## config.mk

```make
export PLATFORM = sky130hd
export DESIGN_NAME = r5p_wbu
export DESIGN_NICKNAME = d
export VERILOG_FILES = /design/src/rtl/r5p_wbu_pkg.sv /design/src/rtl/r5p_load_align.sv /design/src/rtl/r5p_wbu.sv
export SDC_FILE = /design/constraint.sdc
export NUM_CORES = 1
export LEC_CHECK = 0
export ABC_AREA = 1
export ABC_CLOCK_PERIOD_IN_PS = 1670
export BUFFER_PORTS_ARGS = -buffer_cell sky130_fd_sc_hd__buf_2
export CORE_MARGIN = 2
export CORE_UTILIZATION = 48
export CTS_BUF_LIST = sky130_fd_sc_hd__clkbuf_16
export CTS_CLUSTER_SIZE = 16
export DETAILED_ROUTE_END_ITERATION = 6
export PLACE_DENSITY = 0.9
export SYNTH_ARGS = -nofsm -noshare
export SYNTH_HDL_FRONTEND = slang
export SYNTH_SLANG_ARGS = --single-unit
```

## constraint.sdc

```tcl
create_clock -name clk -period 1.67 [get_ports clk]
set_input_delay 0.334 -clock clk [delete_from_list [all_inputs] [get_ports clk]]
set_output_delay 0.334 -clock clk [all_outputs]
set_load 0.05 [all_outputs]
```

## src/rtl/r5p_wbu_pkg.sv

```systemverilog
// r5p_wbu_pkg: shared types, load encodings and helpers for the R5P write-back unit
package r5p_wbu_pkg;

    typedef enum logic [1:0] {
        NONE = 2'd0,
        ALU  = 2'd1,
        LOAD = 2'd2
    } wb_sel_t;

    typedef enum logic {
        IDLE      = 1'b0,
        LOAD_WAIT = 1'b1
    } wbu_state_t;

    localparam logic [2:0] LB  = 3'b000;
    localparam logic [2:0] LH  = 3'b001;
    localparam logic [2:0] LW  = 3'b010;
    localparam logic [2:0] LBU = 3'b100;
    localparam logic [2:0] LHU = 3'b101;

    // Half needs an even address, word needs a word-aligned address, bytes are always fine.
    function automatic logic misaligned(input logic [2:0] f3, input logic [1:0] adr);
        return f3[1] ? (adr != 2'b00) : (f3[0] & adr[0]);
    endfunction

endpackage

```

## src/rtl/r5p_load_align.sv

```systemverilog
// r5p_load_align: selects the addressed byte/half/word lane of a load word and sign/zero-extends it
module r5p_load_align #(
    parameter int XLEN = 32
) (
    input  logic [2:0]      f3_i,
    input  logic [1:0]      adr_i,
    input  logic [XLEN-1:0] rdt_i,
    output logic [XLEN-1:0] dat_o
);

    logic [7:0]  byte_lane;
    logic [15:0] half_lane;
    logic        sx;

    assign byte_lane = rdt_i[{adr_i, 3'b000} +: 8];
    assign half_lane = rdt_i[{adr_i[1], 4'b0000} +: 16];
    assign sx        = ~f3_i[2];
    assign dat_o     = f3_i[1] ? rdt_i
                     : f3_i[0] ? {{(XLEN-16){sx & half_lane[15]}}, half_lane}
                     : {{(XLEN-8){sx & byte_lane[7]}}, byte_lane};

endmodule

```

## src/rtl/r5p_wbu.sv

```systemverilog
// r5p_wbu: write-back unit driving the GPR write port; R5P_WBU_MISALIGN_EN adds ld_mis and suppresses misaligned load writes
module r5p_wbu
    import r5p_wbu_pkg::*;
#(
    parameter int XLEN = 32,
    parameter int AW   = 5
) (
    input  logic            clk,
    input  logic            rst,
    input  logic            exe_vld,
    output logic            exe_rdy,
    input  logic [1:0]      exe_sel,
    input  logic [AW-1:0]   exe_rd,
    input  logic [XLEN-1:0] exe_alu,
    input  logic [2:0]      exe_f3,
    input  logic [1:0]      exe_adr,
    input  logic            lsu_vld,
    input  logic [XLEN-1:0] lsu_rdt,
    output logic            e_rd,
    output logic [AW-1:0]   a_rd,
    output logic [XLEN-1:0] d_rd,
    output logic            ld_bsy,
    output logic [AW-1:0]   ld_rd
`ifdef R5P_WBU_MISALIGN_EN
    ,
    output logic            ld_mis
`endif
);

    wbu_state_t      state_q, state_d;
    logic [AW-1:0]   rd_q, rd_d;
    logic [2:0]      f3_q, f3_d;
    logic [1:0]      adr_q, adr_d;
    logic            e_rd_q, e_rd_d;
    logic [AW-1:0]   a_rd_q, a_rd_d;
    logic [XLEN-1:0] d_rd_q, d_rd_d;
    logic [XLEN-1:0] ld_dat;
    logic            acc, rsp, drop, waiting;

    assign waiting = (state_q == LOAD_WAIT);
    assign exe_rdy = rst & ~waiting;
    assign acc     = exe_vld & exe_rdy;
    assign rsp     = waiting & lsu_vld;
    assign ld_bsy  = waiting & (rd_q != '0);
    assign ld_rd   = waiting ? rd_q : '0;
    assign e_rd    = e_rd_q;
    assign a_rd    = a_rd_q;
    assign d_rd    = d_rd_q;

    r5p_load_align #(.XLEN(XLEN)) u_align (
        .f3_i  (f3_q),
        .adr_i (adr_q),
        .rdt_i (lsu_rdt),
        .dat_o (ld_dat)
    );

`ifdef R5P_WBU_MISALIGN_EN
    logic mis_q, ld_mis_q;
    assign drop   = rsp & mis_q;
    assign ld_mis = ld_mis_q;
    // misalignment is judged at accept and reported when the response would have written
    always_ff @(posedge clk or negedge rst) begin
        if (!rst) begin
            mis_q    <= 1'b0;
            ld_mis_q <= 1'b0;
        end else begin
            mis_q    <= (acc && exe_sel == LOAD) ? misaligned(exe_f3, exe_adr) : mis_q;
            ld_mis_q <= drop;
        end
    end
`else
    assign drop = 1'b0;
`endif

    // next state, load capture and the single write per retired instruction
    always_comb begin
        state_d = state_q;
        rd_d    = rd_q;
        f3_d    = f3_q;
        adr_d   = adr_q;
        e_rd_d  = 1'b0;
        a_rd_d  = a_rd_q;
        d_rd_d  = d_rd_q;
        if (acc && exe_sel == LOAD) begin
            state_d = LOAD_WAIT;
            rd_d    = exe_rd;
            f3_d    = exe_f3;
            adr_d   = exe_adr;
        end
        if (acc && exe_sel == ALU) begin
            e_rd_d = 1'b1;
            a_rd_d = exe_rd;
            d_rd_d = exe_alu;
        end
        if (rsp) begin
            state_d = IDLE;
            e_rd_d  = ~drop;
            a_rd_d  = drop ? a_rd_q : rd_q;
            d_rd_d  = drop ? d_rd_q : ld_dat;
        end
    end

    // state, pending-load context and registered write port
    always_ff @(posedge clk or negedge rst) begin
        if (!rst) begin
            state_q <= IDLE;
            rd_q    <= '0;
            f3_q    <= '0;
            adr_q   <= '0;
            e_rd_q  <= 1'b0;
            a_rd_q  <= '0;
            d_rd_q  <= '0;
        end else begin
            state_q <= state_d;
            rd_q    <= rd_d;
            f3_q    <= f3_d;
            adr_q   <= adr_d;
            e_rd_q  <= e_rd_d;
            a_rd_q  <= a_rd_d;
            d_rd_q  <= d_rd_d;
        end
    end

endmodule
```

* Word-level counts from Yosys, hierarchy flattened
Index checks and enable logic that the tools add are counted. W data, S select, Z words.
Storage, ports and cells: bits in registers 49, input port bits 80, output and inout port bits 45
Cells by class: eq/ne operators 2, shift-type cells 2, muxes and demuxes 11, bitwise gates (word level) 8, reductions and logical operators 5
Operator list (number):
- $mux W32 | 4
- $shiftx A32 B6 Y16 | 1
- $shiftx A32 B6 Y8 | 1
- $mux W5 | 3
- $and A1 B1 Y1 | 6
- $reduce_bool A5 Y1 | 1
- $mux W1 | 4
- $reduce_bool A2 Y1 | 2
- $eq A2 B1 Y1 const B | 1
- $eq A2 B2 Y1 const B | 1
- $logic_and A1 B1 Y1 | 2
- $not A1 Y1 | 2

* Logic depth before layout (Yosys ltp)
word-level depth 6, mapped depth 11, mapped depth without buffers 9

* By module
From an unflattened synthesis, not the netlist that was laid out.
Unflattened totals: cells, all modules 492, area, all modules 3154.3 µm²
By module, submodules not included:
- r5p_wbu | times used 1, cells each 346, area an instance 2498.6 µm², seq. area each 1226.2 µm²
- r5p_load_align | times used 1, cells each 146, area an instance 655.6 µm², seq. area each 0.0 µm²

* Least setup slack after synthesis
Ideal clock, no wire load.
kind reg-to-reg, from reg state_q, to reg d_rd_q[16] (netlist: d_rd[16]), setup time 118 ps, data arrival time 1357 ps, required time 1552 ps, setup slack 195 ps, cell stages (with the launch flop) 9, path buffers 2, period minus slack after synthesis 1475 ps, cells stage by stage dfrtp_1 buf_6 nor2_8 nand3_4 nand2_4 inv_2 clkbuf_1 nand2_1 nand2_1
On the way: longest elaborated chain between the ends 5, elaborated cells between the ends (all ways) 7
Ends and longest elaborated chain:
- start, declared | RTL line r5p_wbu.sv:30 | wbu_state_t state_q, state_d;
- start signal, assigned | RTL line r5p_wbu.sv:114 | state_q <= state_d;
- $not A1 Y1 | RTL line r5p_wbu.sv:41 | assign exe_rdy = rst & ~waiting;
- $and A1 B1 Y1 | RTL line r5p_wbu.sv:41
- net exe_rdy | RTL line r5p_wbu.sv:11 | output logic exe_rdy,
- $and A1 B1 Y1 | RTL line r5p_wbu.sv:42 | assign acc = exe_vld & exe_rdy;
- $logic_and A1 B1 Y1 | RTL line r5p_wbu.sv:90 | if (acc && exe_sel == ALU) begin
- $reduce_bool A2 Y1 (no line)
- end signal, assigned | RTL line r5p_wbu.sv:120 | d_rd_q <= d_rd_d;
- end, declared | RTL line r5p_wbu.sv:36 | logic [XLEN-1:0] d_rd_q, d_rd_d;
The timed path passes the listed nets, and every way through them passes these cells. A chain may end at the register's enable or synchronous reset.

* Final worst setup path
from reg rd_q[2], to out ld_bsy
On the way: longest elaborated chain between the ends 2
Ends and longest elaborated chain:
- start, declared | RTL line r5p_wbu.sv:31 | logic [AW-1:0] rd_q, rd_d;
- start signal, assigned | RTL line r5p_wbu.sv:115 | rd_q <= rd_d;
- $reduce_bool A5 Y1 | RTL line r5p_wbu.sv:44 | assign ld_bsy = waiting & (rd_q != '0);
- $and A1 B1 Y1 | RTL line r5p_wbu.sv:44
- end, declared | RTL line r5p_wbu.sv:22 | output logic ld_bsy,
Every way passes these cells.

==> results.yml <==
worst_setup_path:
  worst_path_largest_cell_delay_ps: 400
  arrival_ps: 1260
  cpLargestDelayFamily: "flip-flops"
  timing.rr.end: "d_rd[26]"
  worst-r2r-cell-count: 7
  cp-startpoint: "rd_q[2]"
  path_cells: "inv_1, nand4_1, o21ai_1, inv_1, buf_2"
  reg2reg_setup_slack_ps: 150
  cp_common_cell: "inv_1"
  r2r-start: "state_q"
  start_kind: "flip-flop"
  endpoint: "ld_bsy"
  slowest_stage: "dfrtp_1"
  worstPathMaxFanout: 3
  crit_required_ps: 1340
  worstSetupPathType: "reg -> out"
  end_kind: "output pin"
  cp_num_buf_inv: 3
  cp.depth: 5
global_route:
  grt_pass1_wl_mm: 14.41
  antenna_found_initial: 0
  overflow: 0
  grt_max_degree: 50
  grt_pass1_vias: 3002
  grt_usage_pct: 25.54
route:
  dr.pass1.iters: 5
  wire_per_inst_um: 13.98
  drc: 0
  wl_met1_mm: 3.685
  viasPerCell: 5.211
  wl_met2_mm: 4.177
  ant_nets: 0
  wl_met3_um: 739
  drt_iter0_drc: 312
  routed_wl_mm: 8.751
  vias: 3262
  top_layer_used: "met4"
synthesis:
  synth_most_common_cell: "nand2_1"
  synth_cell_types: 23
  synth-async-reset-ratio_pct: 100.0
  synth_area_leaders: "dfrtp_1, nand2_1, a21oi_1"
  yosysSeqAreaShare_pct: 41.11
  synthAdderAreaFrac_pct: 0
  synth_top_area_share_pct: 41.11
  synth-edff-count: 0
  synth_compound_area_share_pct: 16.53
  synthMuxAreaShare_pct: 0
  synth_nets: 509
  yosys_register_bits: 49
  synthXorXnorAreaFrac_pct: 0
  synth_warnings: 0
  netlist_area_sq_um: 2983
  yosys-top-cells-count: "nand2_1, nor2_1, a21oi_1"
  synthFlopType: "dfrtp_1"
  syn_inst: 429
  avgSynthCellArea_sq_um: 6.953
  synth_top_family_by_area: "simple AND/OR/NAND/NOR gates"
  yosys.area.top_type: "dfrtp_1"
  synth_simple_gate_area_share_pct: 33.05
clock_network:
  clk_pin_slew_ps: 60
  clkLatencyLatePin_ps: 290
  clock_sinks: 49
  cts_tree: "yes"
  cts.path.max_buffers: 2
  root_buffer: "clkbuf_16"
  htreeDepth: 2
  hold_buffers: 0
  numCtsBuffers: 5
timing:
  maxClockFrequency_mhz: 628.4
  layout_worst_path_cycle_share_pct: 95.29
  tightest_slew_ps: 614.3
  fin_ws_ps: 78.65
  rsz0062_at_grt: "yes"
  max-slew-margin-rel_pct: 59.04
  period_needed_ps: 1591
  drv_slew: 0
  setup-violations-final: 0
  fin_skew_ps: 4.068
  finalHoldViolCount: 0
floorplan:
  start_util_pct: 50.08
  die_y_um: 82.83
  die_area_sq_um: 6861
  pin_count: 125
  core-area_sq_um: 5956
  rows: 28
  die_w_um: 82.83
finish:
  num-fill-cells: 549
  layout-drive-gt1-share_pct: 32.30
  fin_area_sq_um: 3832
  nets: 630
  area.growth.synth_to_final_pct: 28.48
  diodes: 0
  post-route-util_pct: 64.35
power_and_ir_drop:
  cellPowerDensity_nw_per_um2: 2086
  p_leak_nw: 2.087
  power_mw: 7.993
  vdd_drop_max_mv: 1.221
placement:
  portBuffers: 124
  dp_slack_ps: 139.7
  gp_congestion: 0.9350
  dpl_cell_area_sq_um: 3669
  dpl.hpwl_mm: 6.427
min_path:
  hp-class: "in -> async"
outcome:
  status: "completed"
run:
  max_cap_violations: 0
-- cells in the final DEF, fill, tap and decap left out, drive strengths merged --
| master | Yosys | routed |
|---|---|---|
| inv | 33 | 34 |
| a21oi | 54 | 54 |
| o21ai | 36 | 36 |
| clkbuf | 9 | 5 |
| nor2 | 66 | 66 |
| bufinv | 0 | 1 |
| dfrtp | 49 | 49 |
| nand2 | 151 | 151 |
| clkinv | 0 | 1 |
| a31oi | 5 | 5 |
| nand4 | 2 | 2 |
| buf | 15 | 138 |
| nand3 | 9 | 9 |
-- registers in the layout, summed over array words and instances, names as in the netlist --
signal,cells
a_rd,5
adr_q,2
d_rd,32
e_rd,1
f3_q,3
rd_q,5
state_q,1
-- metal layers --
metal / up-vias / track usage (%)
met2: 177 / 42.82
met4: 0 / 5.961
li1: 1599 / -
met3: 17 / 4.871
met1: 1469 / 34.43
met5: - / 0
-- worst min path at each step --
| stage | start | end | slack (ps) | cells past startpoint |
|---|---|---|---|---|
| after floorplan | rst | a_rd[0] | 40 | 0 |
| after global placement | d_rd[31] | d_rd[31] | 460 | 2 |
| after detailed placement | d_rd[31] | d_rd[31] | 460 | 2 |
| after CTS | rst | d_rd[19] | 200 | 2 |
| after global routing | rst | rd_q[1] | 230 | 2 |
| final | rst | d_rd[31] | 170 | 2 |
-- stage by stage --
| step | setup TNS, ps | instances | hold slack, ps |
|---|---|---|---|
| after global placement | 0 | 618 | 462.0 |
| final | 0 | 626 | 166.6 |
| after CTS | 0 | 626 | 197.8 |
| after floorplan | 0 | 429 | 38.41 |
| after global routing | -8.048 | 626 | 233.3 |
| after detailed placement | 0 | 618 | 463.4 |
-- final cells by class --
cell class | count | area [sq um] | share of cell area [%]
Clock buffer | 5 | 125.1 | 3.265
Inverter | 33 | 131.4 | 3.428
Tap cell | 75 | 93.84 | 2.449
Multi-Input combinational cell | 323 | 1479 | 38.59
Clock inverter | 3 | 37.54 | 0.9794
Sequential cell | 49 | 1227 | 32.03
Timing Repair Buffer | 138 | 738.2 | 19.26
-- kinds of logic (layout without fill, tap and decap cells) --
logic type / after synthesis / in the layout
buf+inv: 57 / 179
flops: 49 / 49
simple gates: 228 / 228
compound gates: 95 / 95
-- repair_timing --
item / CTS / global route
endpoints found under the setup margin: 0 / 3
gates resized for setup: 0 / 3
setup buffers: 0 / 0
-- report_power, final --
part	switching, mW	leakage, nW	total [mW]	internal, mW
sequential	0.378	0.586	2.13	1.75
clock	0.428	0.0826	1.12	0.696
combinational	3.53	1.42	4.74	1.21
total	4.33	2.09	7.99	3.66
Note: power is estimated with default switching activity, not from simulation.
